--- src/rtl/sprite_palette_pkg.sv ---
// Shared types for the sprite palette bank.
//   rgb_t          : {red, green, blue}. Each field is MAX_COL_W wide; users
//                    slice it down to their own COL_W.
//   flash_state_t  : flash burst FSM states.
//   default_rgb()  : power-up/reset colour for palette pal, entry idx.
package sprite_palette_pkg;

    localparam int unsigned MAX_COL_W = 16;

    typedef struct packed {
        logic [MAX_COL_W-1:0] red;
        logic [MAX_COL_W-1:0] green;
        logic [MAX_COL_W-1:0] blue;
    } rgb_t;

    typedef enum logic {
        IDLE   = 1'b0,
        ACTIVE = 1'b1
    } flash_state_t;

    // Reset colour is {idx ^ pal, idx, idx}, each field truncated to col_w bits.
    function automatic rgb_t default_rgb(input int unsigned pal,
                                         input int unsigned idx,
                                         input int unsigned col_w);
        rgb_t                 c;
        logic [MAX_COL_W-1:0] mask;
        mask    = MAX_COL_W'((64'd1 << col_w) - 64'd1);
        c.red   = MAX_COL_W'(idx ^ pal) & mask;
        c.green = MAX_COL_W'(idx) & mask;
        c.blue  = MAX_COL_W'(idx) & mask;
        return c;
    endfunction

endpackage

--- src/rtl/palette_ram.sv ---
// Palette storage: NUM_PAL palettes of 2**IDX_W entries, each {r,g,b}.
// One synchronous write port and one synchronous read port. A read and write
// of the same entry in the same cycle returns the pre-write contents.
// Reset reloads every entry with default_rgb().
// Ports:
//   clk, rst_n        clock / async active-low reset
//   wr_en, wr_addr    write strobe and {pal, index} address
//   wr_data           {r,g,b} write data
//   rd_addr           {pal, index} read address (sampled every cycle)
//   rd_data           registered read data, valid one cycle after rd_addr
module palette_ram
    import sprite_palette_pkg::*;
#(
    parameter int IDX_W   = 4,
    parameter int NUM_PAL = 4,
    parameter int COL_W   = 4,
    parameter int AW      = $clog2(NUM_PAL) + IDX_W
) (
    input  logic               clk,
    input  logic               rst_n,
    input  logic               wr_en,
    input  logic [AW-1:0]      wr_addr,
    input  logic [3*COL_W-1:0] wr_data,
    input  logic [AW-1:0]      rd_addr,
    output logic [3*COL_W-1:0] rd_data
);

    localparam int unsigned ENTRIES = 2 ** IDX_W;
    localparam int unsigned DEPTH   = NUM_PAL * ENTRIES;

    logic [3*COL_W-1:0] mem_q [DEPTH];
    logic [3*COL_W-1:0] mem_d [DEPTH];
    logic [3*COL_W-1:0] rd_data_q;
    logic [3*COL_W-1:0] rd_data_d;

    function automatic logic [3*COL_W-1:0] reset_word(input int unsigned a);
        rgb_t c;
        c = default_rgb(a / ENTRIES, a % ENTRIES, COL_W);
        return {c.red[COL_W-1:0], c.green[COL_W-1:0], c.blue[COL_W-1:0]};
    endfunction

    always_comb begin
        mem_d = mem_q;
        if (wr_en) begin
            mem_d[wr_addr] = wr_data;
        end
        rd_data_d = mem_q[rd_addr];
    end

    always_ff @(posedge clk or negedge rst_n) begin
        if (!rst_n) begin
            for (int unsigned a = 0; a < DEPTH; a++) begin
                mem_q[a] <= reset_word(a);
            end
            rd_data_q <= '0;
        end else begin
            mem_q     <= mem_d;
            rd_data_q <= rd_data_d;
        end
    end

    assign rd_data = rd_data_q;

endmodule

--- src/rtl/sprite_palette_bank.sv ---
// Sprite palette lookup with flash effect.
// Stage 1 reads the palette RAM and registers the transparency flag; stage 2
// applies the flash override and registers the outputs (result at N+2).
// Flash FSM:
//   state  | meaning
//   IDLE   | no burst, results pass through unchanged
//   ACTIVE | burst running; odd phases force non-transparent results white
// Ports:
//   clk, rst_n                     clock / async active-low reset
//   in_valid, in_pal, in_index     lookup request
//   frame_tick, flash_start        frame pulse / burst start (restart) pulse
//   wr_valid, wr_ready             palette write handshake (always ready)
//   wr_pal, wr_index, wr_rgb       write target and {r,g,b}
//   out_valid, red, green, blue    lookup result (colour holds when idle)
//   out_transp                     result index equals TRANSP_IDX
//   flashing                       burst active
module sprite_palette_bank
    import sprite_palette_pkg::*;
#(
    parameter int IDX_W        = 4,
    parameter int NUM_PAL      = 4,
    parameter int COL_W        = 4,
    parameter int TRANSP_IDX   = 0,
    parameter int FLASH_HALF   = 4,
    parameter int FLASH_PHASES = 6,
    parameter int PAL_W        = $clog2(NUM_PAL)
) (
    input  logic               clk,
    input  logic               rst_n,
    input  logic               in_valid,
    input  logic [PAL_W-1:0]   in_pal,
    input  logic [IDX_W-1:0]   in_index,
    input  logic               frame_tick,
    input  logic               flash_start,
    input  logic               wr_valid,
    output logic               wr_ready,
    input  logic [PAL_W-1:0]   wr_pal,
    input  logic [IDX_W-1:0]   wr_index,
    input  logic [3*COL_W-1:0] wr_rgb,
    output logic               out_valid,
    output logic [COL_W-1:0]   red,
    output logic [COL_W-1:0]   green,
    output logic [COL_W-1:0]   blue,
    output logic               out_transp,
    output logic               flashing
);

    localparam int FRM_W = $clog2(FLASH_HALF + 1);
    localparam int PH_W  = $clog2(FLASH_PHASES + 1);

    flash_state_t       state_q, state_d;
    logic [FRM_W-1:0]   frame_q, frame_d;
    logic [PH_W-1:0]    phase_q, phase_d;
    logic               valid1_q, valid1_d;
    logic               transp1_q, transp1_d;
    logic               out_valid_q, out_valid_d;
    logic [3*COL_W-1:0] rgb_q, rgb_d;
    logic               transp_q, transp_d;
    logic [3*COL_W-1:0] rd_data;
    logic               flash_odd;

    assign wr_ready = 1'b1;

    palette_ram #(
        .IDX_W   (IDX_W),
        .NUM_PAL (NUM_PAL),
        .COL_W   (COL_W)
    ) u_ram (
        .clk     (clk),
        .rst_n   (rst_n),
        .wr_en   (wr_valid),
        .wr_addr ({wr_pal, wr_index}),
        .wr_data (wr_rgb),
        .rd_addr ({in_pal, in_index}),
        .rd_data (rd_data)
    );

    always_comb begin
        state_d = state_q;
        frame_d = frame_q;
        phase_d = phase_q;
        case (state_q)
            IDLE: begin
                if (flash_start) begin
                    state_d = ACTIVE;
                    frame_d = '0;
                    phase_d = '0;
                end
            end
            ACTIVE: begin
                if (flash_start) begin
                    frame_d = '0;
                    phase_d = '0;
                end else if (frame_tick) begin
                    if (frame_q == FRM_W'(FLASH_HALF - 1)) begin
                        frame_d = '0;
                        if (phase_q == PH_W'(FLASH_PHASES - 1)) begin
                            state_d = IDLE;
                            phase_d = '0;
                        end else begin
                            phase_d = phase_q + PH_W'(1);
                        end
                    end else begin
                        frame_d = frame_q + FRM_W'(1);
                    end
                end
            end
            default: begin
                state_d = IDLE;
                frame_d = '0;
                phase_d = '0;
            end
        endcase
    end

    // Override uses the flash state seen while the result sits in stage 2.
    assign flash_odd = (state_q == ACTIVE) && phase_q[0];

    always_comb begin
        valid1_d    = in_valid;
        transp1_d   = (in_index == IDX_W'(TRANSP_IDX));
        out_valid_d = valid1_q;
        rgb_d       = rgb_q;
        transp_d    = transp_q;
        if (valid1_q) begin
            transp_d = transp1_q;
            rgb_d    = (flash_odd && !transp1_q) ? '1 : rd_data;
        end
    end

    always_ff @(posedge clk or negedge rst_n) begin
        if (!rst_n) begin
            state_q     <= IDLE;
            frame_q     <= '0;
            phase_q     <= '0;
            valid1_q    <= 1'b0;
            transp1_q   <= 1'b0;
            out_valid_q <= 1'b0;
            rgb_q       <= '0;
            transp_q    <= 1'b0;
        end else begin
            state_q     <= state_d;
            frame_q     <= frame_d;
            phase_q     <= phase_d;
            valid1_q    <= valid1_d;
            transp1_q   <= transp1_d;
            out_valid_q <= out_valid_d;
            rgb_q       <= rgb_d;
            transp_q    <= transp_d;
        end
    end

    assign out_valid  = out_valid_q;
    assign red        = rgb_q[3*COL_W-1 -: COL_W];
    assign green      = rgb_q[2*COL_W-1 -: COL_W];
    assign blue       = rgb_q[COL_W-1 -: COL_W];
    assign out_transp = transp_q;
    assign flashing   = (state_q == ACTIVE);

endmodule

--- config.mk ---
export PLATFORM = sky130hd
export DESIGN_NAME = sprite_palette_bank
export DESIGN_NICKNAME = d
export VERILOG_FILES = /design/src/rtl/sprite_palette_pkg.sv /design/src/rtl/palette_ram.sv /design/src/rtl/sprite_palette_bank.sv
export SDC_FILE = /design/constraint.sdc
export NUM_CORES = 1
export LEC_CHECK = 0
export CORE_MARGIN = 8
export CORE_UTILIZATION = 45
export DETAILED_ROUTE_END_ITERATION = 7
export DONT_BUFFER_PORTS = 1
export PLACE_DENSITY = 0.59
export SETUP_SLACK_MARGIN = 0.02
export SLEW_MARGIN = 0
export SYNTH_ARGS = -nofsm -noshare
export SYNTH_HDL_FRONTEND = slang
export SYNTH_SLANG_ARGS = --single-unit
--- constraint.sdc ---
create_clock -name clk -period 3.27 [get_ports clk]
set_input_delay 0.327 -clock clk [delete_from_list [all_inputs] [get_ports clk]]
set_output_delay 0.327 -clock clk [all_outputs]
set_load 0.005 [all_outputs]
==> impl_metrics.toml, run 1 <==
[route]
via_per_inst = 6.03
routed-via-count = 21200
drc = 0
drt_iter0_markers = 1718
ant_nets = 0
wl_per_cell_um = 28.9
drt_wl_total_mm = 102
firstDrtPassIters = 7

[power]
leakage_nw = 17.7
vdd_drop_max_mv = 0.444
p_per_area_nw_per_um2 = 619
total_power_mw = 25.5

[clocking]
path_clk_slew_ps = 60
cts_max_level = 3
numClockSinks = 803
postCtsSetupBuffers = 0
root_buffer = "clkbuf_16"
cts_buffers = 89
clockBufferDepth = 3
post_cts_resized = 0
holdBufCountCts = 21
cts_tree = "built"
clk_latency_ps = 650

[timing]
rsz0062_at_grt = "false"
finalClockSkew_ps = 24.4
setup_viol = 0
worst_hold_slack_ps = -624
drv_slew = 356
finalHoldViolCount = 470
timing.setup.tns_ps = 0
clock.fmax_ghz = 0.402
layout_setup_ws_ps = 782
worstMarginPinSlew_ps = 2170
relSlewSlack_pct = -44.5
finalCritPeriodShare_pct = 76.1
min_period_ps = 2490

[final_layout]
area_growth_pct = 11.6
final_cell_mix = "mux2_2 (790), dfrtp_1 (419), dfstp_2 (384)"
fillers = 6776
regArea_sq_um = 20600
diodes = 0
fin_cells = 3517
layout.nets = 2401
multiInputGateArea_sq_um = 15300
drive_above_1_share_pct = 64.1
layout_commonest_cell = "mux2_2"

[global_routing]
globalRouteMet2Util_pct = 34.6
grtUsageTotal_pct = 22.3
met3_usage_pct = 4.97
grt-busiest-layer = "met2"
grt_start_max_net_pins = 804
antenna_found_initial = 3
grt_pass1_vias = 22200
grt_pass1_wl_mm = 152
met1_usage_pct = 31.2
overflow = 0

[setup_path]
crit_required_ps = 3800
crit_fanout = 2
path_class = "register to register"
r2r_slack_ps = 780
crit_path_start_kind = "register"
crit_path_end_kind = "register"
arrival_ps = 3020

[synthesis]
synth_cells = 2408
synth_seq_cells = 803
ys_seq_area_share_pct = 55.6
postSynthAreaPerCell_sq_um = 15.4
synth.distinct_cells = 65
yosys_warnings = 0
ys.flop_type = "dfrtp_1"
async_flop_share_pct = 100
synth_edf_count = 0
synth_nets = 2439
synth_area_sq_um = 37000

[placement]
io_buffers = 0
place_ws_ps = 845
placed_cells = 3328
gp_congestion = 0.851
dp_hpwl_mm = 60.9

[run_status]
status = "finished, violations left"
failed_checks = "hold timing, slew limit"

[floorplan]
rows = 105
coreArea_sq_um = 81700
dieArea_sq_um = 91600
start_util_pct = 45.2
io_pins = 46
fp.dieW_um = 303
die_h_um = 303

[flow_run]
maxCapViolations = 0

[worst_hold_path]
hp-class = "input pin to async pin"
==> synth_stat cells (2+ instances only) <==
master	number	share of area, %
mux2_2	790	24
dfrtp_1	419	28
dfstp_2	384	27
mux4_2	145	8.8
clkbuf_1	120	1.2
mux2i_1	73	2.0
buf_2	70	0.95
nand2_1	53	0.54
nor2_1	51	0.52
a22o_1	21	0.50
o22ai_1	21	0.36
a211oi_1	20	0.41
a22oi_1	19	0.39
a21oi_1	17	0.23
o221ai_1	17	0.40
buf_1	15	0.15
buf_4	15	0.30
nor2b_1	14	0.24
o22a_1	12	0.28
nor3_1	11	0.15
buf_6	10	0.30
nand3_1	10	0.14
a2111oi_0	8	0.19
nand2b_1	6	0.10
and2_1	5	0.085
mux4_1	5	0.36
nand3b_1	5	0.10
nand4_1	5	0.085
o21ai_0	5	0.068
a21o_1	4	0.081
a31oi_1	4	0.068
nor3b_1	4	0.081
or3b_2	4	0.095
nand4b_1	3	0.071
or2_2	3	0.051
a2111oi_2	2	0.081
a211o_1	2	0.047
a222oi_1	2	0.054
a31o_2	2	0.047
inv_1	2	0.020
nor3b_2	2	0.068
nor4_1	2	0.034
nor4b_1	2	0.047
or3b_1	2	0.047
or4_1	2	0.041
==> path summary, 6_finish.rpt <==
| kind | start | end | depth (start not counted) |
|---|---|---|---|
| setup / recovery | u_ram.mem_q[193]$_DFFE_PN1P_ | u_ram.rd_data[1]$_DFF_PN0_ | 5 |
| hold / removal | rst_n | u_ram.mem_q[346]$_DFFE_PN0P_ | 0 |
| setup reg to reg | u_ram.mem_q[193]$_DFFE_PN1P_ | u_ram.rd_data[1]$_DFF_PN0_ | 5 |
| hold reg to reg | u_ram.rd_data[3]$_DFF_PN0_ | rgb_q[3]$_DFFE_PN0P_ | 1 |
| max in group asynchronous | rst_n | u_ram.mem_q[125]$_DFFE_PN0P_ | 0 |
| min in group clk | wr_pal[1] | u_ram.mem_q[646]$_DFFE_PN0P_ | 3 |
==> metal layers <==
metal,routed length [um],part of all wire [%]
met4,3350,3.3
met2,46800,46
met1,45200,45
met3,6190,6.1
met5,27,0.027
==> final cells by class <==
type	count	share of cell area [%]
well taps	1070	3.24
multi-input cells	1370	37.0
clock buffers	142	6.44
repair buffers	103	2.54
clock inverters	26	0.852
flip-flops and latches	803	49.8
inverters	3	0.0273
==> cell families after synthesis <==
kind of cell / synth area share, %
muxes: 35.3
and+or+nand+nor: 2.57
buffers and inverters: 3.05
other: 0.0101
adders and majority gates: 0.0338
AOI/OAI and AO/OA: 3.43
DFF: 55.6
==> stage by stage <==
stage / hold WS, ps / utilization [%] / cell area (sq um)
6_report: -624 / 50.5 / 41300
5_1_grt: -644 / 50.5 / 41300
3_5_place_dp: 75.6 / 46.3 / 37800
4_1_cts: -618 / 50.5 / 41300
3_3_place_gp: 69.0 / 46.3 / 37800
2_1_floorplan: 31.4 / - / 37000
==> critical path: stages, from the launching register on <==
cell and delay [ps]:
dfstp_2 360, mux4_2 500, a22oi_1 590, a22o_1 260, a211oi_1 70, dlygate4sd3_1 600
==> flip-flops by register name, summed over array words and instances (netlist names), 3 cells and up <==
name	flops
u_ram.mem_q	768
rgb_q	12
u_ram.rd_data	12
frame_q	3
phase_q	3
==> power by group <==
group,switching (mW),total (mW),internal (mW)
Sequential,0.660,12.4,11.7
Clock,4.12,10.3,6.14
Combinational,1.18,2.90,1.72
Total,5.96,25.5,19.6
(Power assumes the default switching activity.)
==> run 2: changes to the inputs <==
==> constraint.sdc (replaced) <==
create_clock -name clk -period 2.58 [get_ports clk]
set_input_delay 0.258 -clock clk [delete_from_list [all_inputs] [get_ports clk]]
set_output_delay 0.258 -clock clk [all_outputs]
set_load 0.005 [all_outputs]
==> run 2 against run 1 <==
  * The run still ends with hold timing, slew limit left
  * Clock skew about the same
  * Utilization fell by 0.21 points
  * Final cell count is 0.23% lower
  * Global-route usage hardly changed
  * Via count about the same
  * Largest cell class unchanged
  * Highest routed layer is now met4
==> impl_metrics.toml, run 2 (synthesized netlist as in run 1, its figures left out) <==
[setup_path]
r2r_slack_ps = 140
rr_endpoint = "u_ram.rd_data[0]$_DFF_PN0_"
crit_required_ps = 2360
crit_path_end_kind = "async pin"
arrival_ps = 2290
crit_fanout = 803
r2r-start = "u_ram.mem_q[36]$_DFFE_PN0P_"
crit_path_start_kind = "input pin"
ff2ff_path_depth = 5
path_class = "input pin to async pin"

[timing]
finalCritPeriodShare_pct = 97.6
finalClockSkew_ps = 24.5
drv_slew = 732
rsz0062_at_grt = "false"
relSlewSlack_pct = -171
clock.fmax_ghz = 0.397
worstMarginPinSlew_ps = 4070
finalHoldViolCount = 283
min_period_ps = 2520
worst_hold_slack_ps = -668
setup_viol = 0

[floorplan]
dieArea_sq_um = 91600
io_pins = 46
coreArea_sq_um = 81700
start_util_pct = 45.2
rows = 105
die_h_um = 303
fp.dieW_um = 303

[route]
routed-via-count = 21200
drc = 0
drt_iter0_markers = 1688
wl_per_cell_um = 29.0
drt_wl_total_mm = 102
ant_nets = 0
via_per_inst = 6.04
firstDrtPassIters = 5

[final_layout]
fin_cells = 3509
drive_above_1_share_pct = 63.8
top_register = "u_ram.mem_q"
diodes = 0
area_growth_pct = 11.2
largest_register_ffs = 768
layout_commonest_cell = "mux2_2"
final_cell_mix = "mux2_2 (790), dfrtp_1 (419), dfstp_2 (384)"
layout.nets = 2396

[clocking]
root_buffer = "clkbuf_16"
cts_buffers = 87
holdBufCountCts = 20
clockBufferDepth = 3
path_clk_slew_ps = 60
cts_tree = "built"
post_cts_resized = 0
numClockSinks = 803
clk_latency_ps = 630
cts_max_level = 3
postCtsSetupBuffers = 0

[global_routing]
met3_usage_pct = 3.26
globalRouteMet2Util_pct = 34.4
grtUsageTotal_pct = 22.3
grt-busiest-layer = "met2"
antenna_found_initial = 2
grt_start_max_net_pins = 804
met1_usage_pct = 32.4
grt_pass1_wl_mm = 153
grt_pass1_vias = 22200
overflow = 0

[flow_run]
maxCapViolations = 0

[placement]
dp_hpwl_mm = 60.2
io_buffers = 0
gp_congestion = 0.834
placed_cells = 3326

[run_status]
failed_checks = "hold timing, slew limit"
status = "finished, violations left"

[power]
p_per_area_nw_per_um2 = 771
leakage_nw = 17.6
vdd_drop_max_mv = 0.498
total_power_mw = 31.7

[worst_hold_path]
hp-class = "input pin to async pin"
==> run 2: worst max path at each step <==
stage | start | to | slack, ps | depth (start not counted)
after global routing | in_pal[1] | u_ram.rd_data[4]$_DFF_PN0_ | 120 | 5
after global placement | in_index[0] | u_ram.rd_data[4]$_DFF_PN0_ | -100 | 6
final | rst_n | u_ram.mem_q[256]$_DFFE_PN0P_ | 60 | 0
after floorplan | in_index[0] | u_ram.rd_data[10]$_DFF_PN0_ | 690 | 7
after detailed placement | in_index[0] | u_ram.rd_data[4]$_DFF_PN0_ | -70 | 6
after CTS | u_ram.mem_q[36]$_DFFE_PN0P_ | u_ram.rd_data[0]$_DFF_PN0_ | 90 | 5
==> run 2: power breakdown <==
part	internal, mW	leakage [nW]	total [mW]	switching (mW)
combinational	2.17	6.69	3.61	1.44
clock	7.36	1.40	12.4	5.04
sequential	14.8	9.52	15.7	0.840
total	24.4	17.6	31.7	7.32
==> run 2: layout make-up <==
| type | instances | area, sq um |
|---|---|---|
| sequential | 803 | 20600 |
| clock buffer | 151 | 2730 |
| clock inverter | 12 | 124 |
| timing repair buffer | 100 | 1030 |
| tap | 1070 | 1340 |
| inverter | 3 | 11.3 |
| multi-input combinational | 1370 | 15300 |
| fill | 6767 | 40600 |
==> run 2: per-layer routing <==
metal | wire [um] | share of wire (%)
met5 | 0 | 0
met4 | 3080 | 3.0
met3 | 5640 | 5.5
met2 | 47000 | 46
met1 | 46100 | 45
==> run 2: per-stage QoR <==
stage          utilization, %  setup WS, ps  area [sq um]  setup TNS [ps]
6_report                 50.3          62.5         41100               0
3_3_place_gp             46.3         -95.9         37800            -188
2_1_floorplan               -           690         37000               0
4_1_cts                  50.3          87.8         41100               0
5_1_grt                  50.3           121         41100               0
3_5_place_dp             46.3         -74.7         37800           -74.7
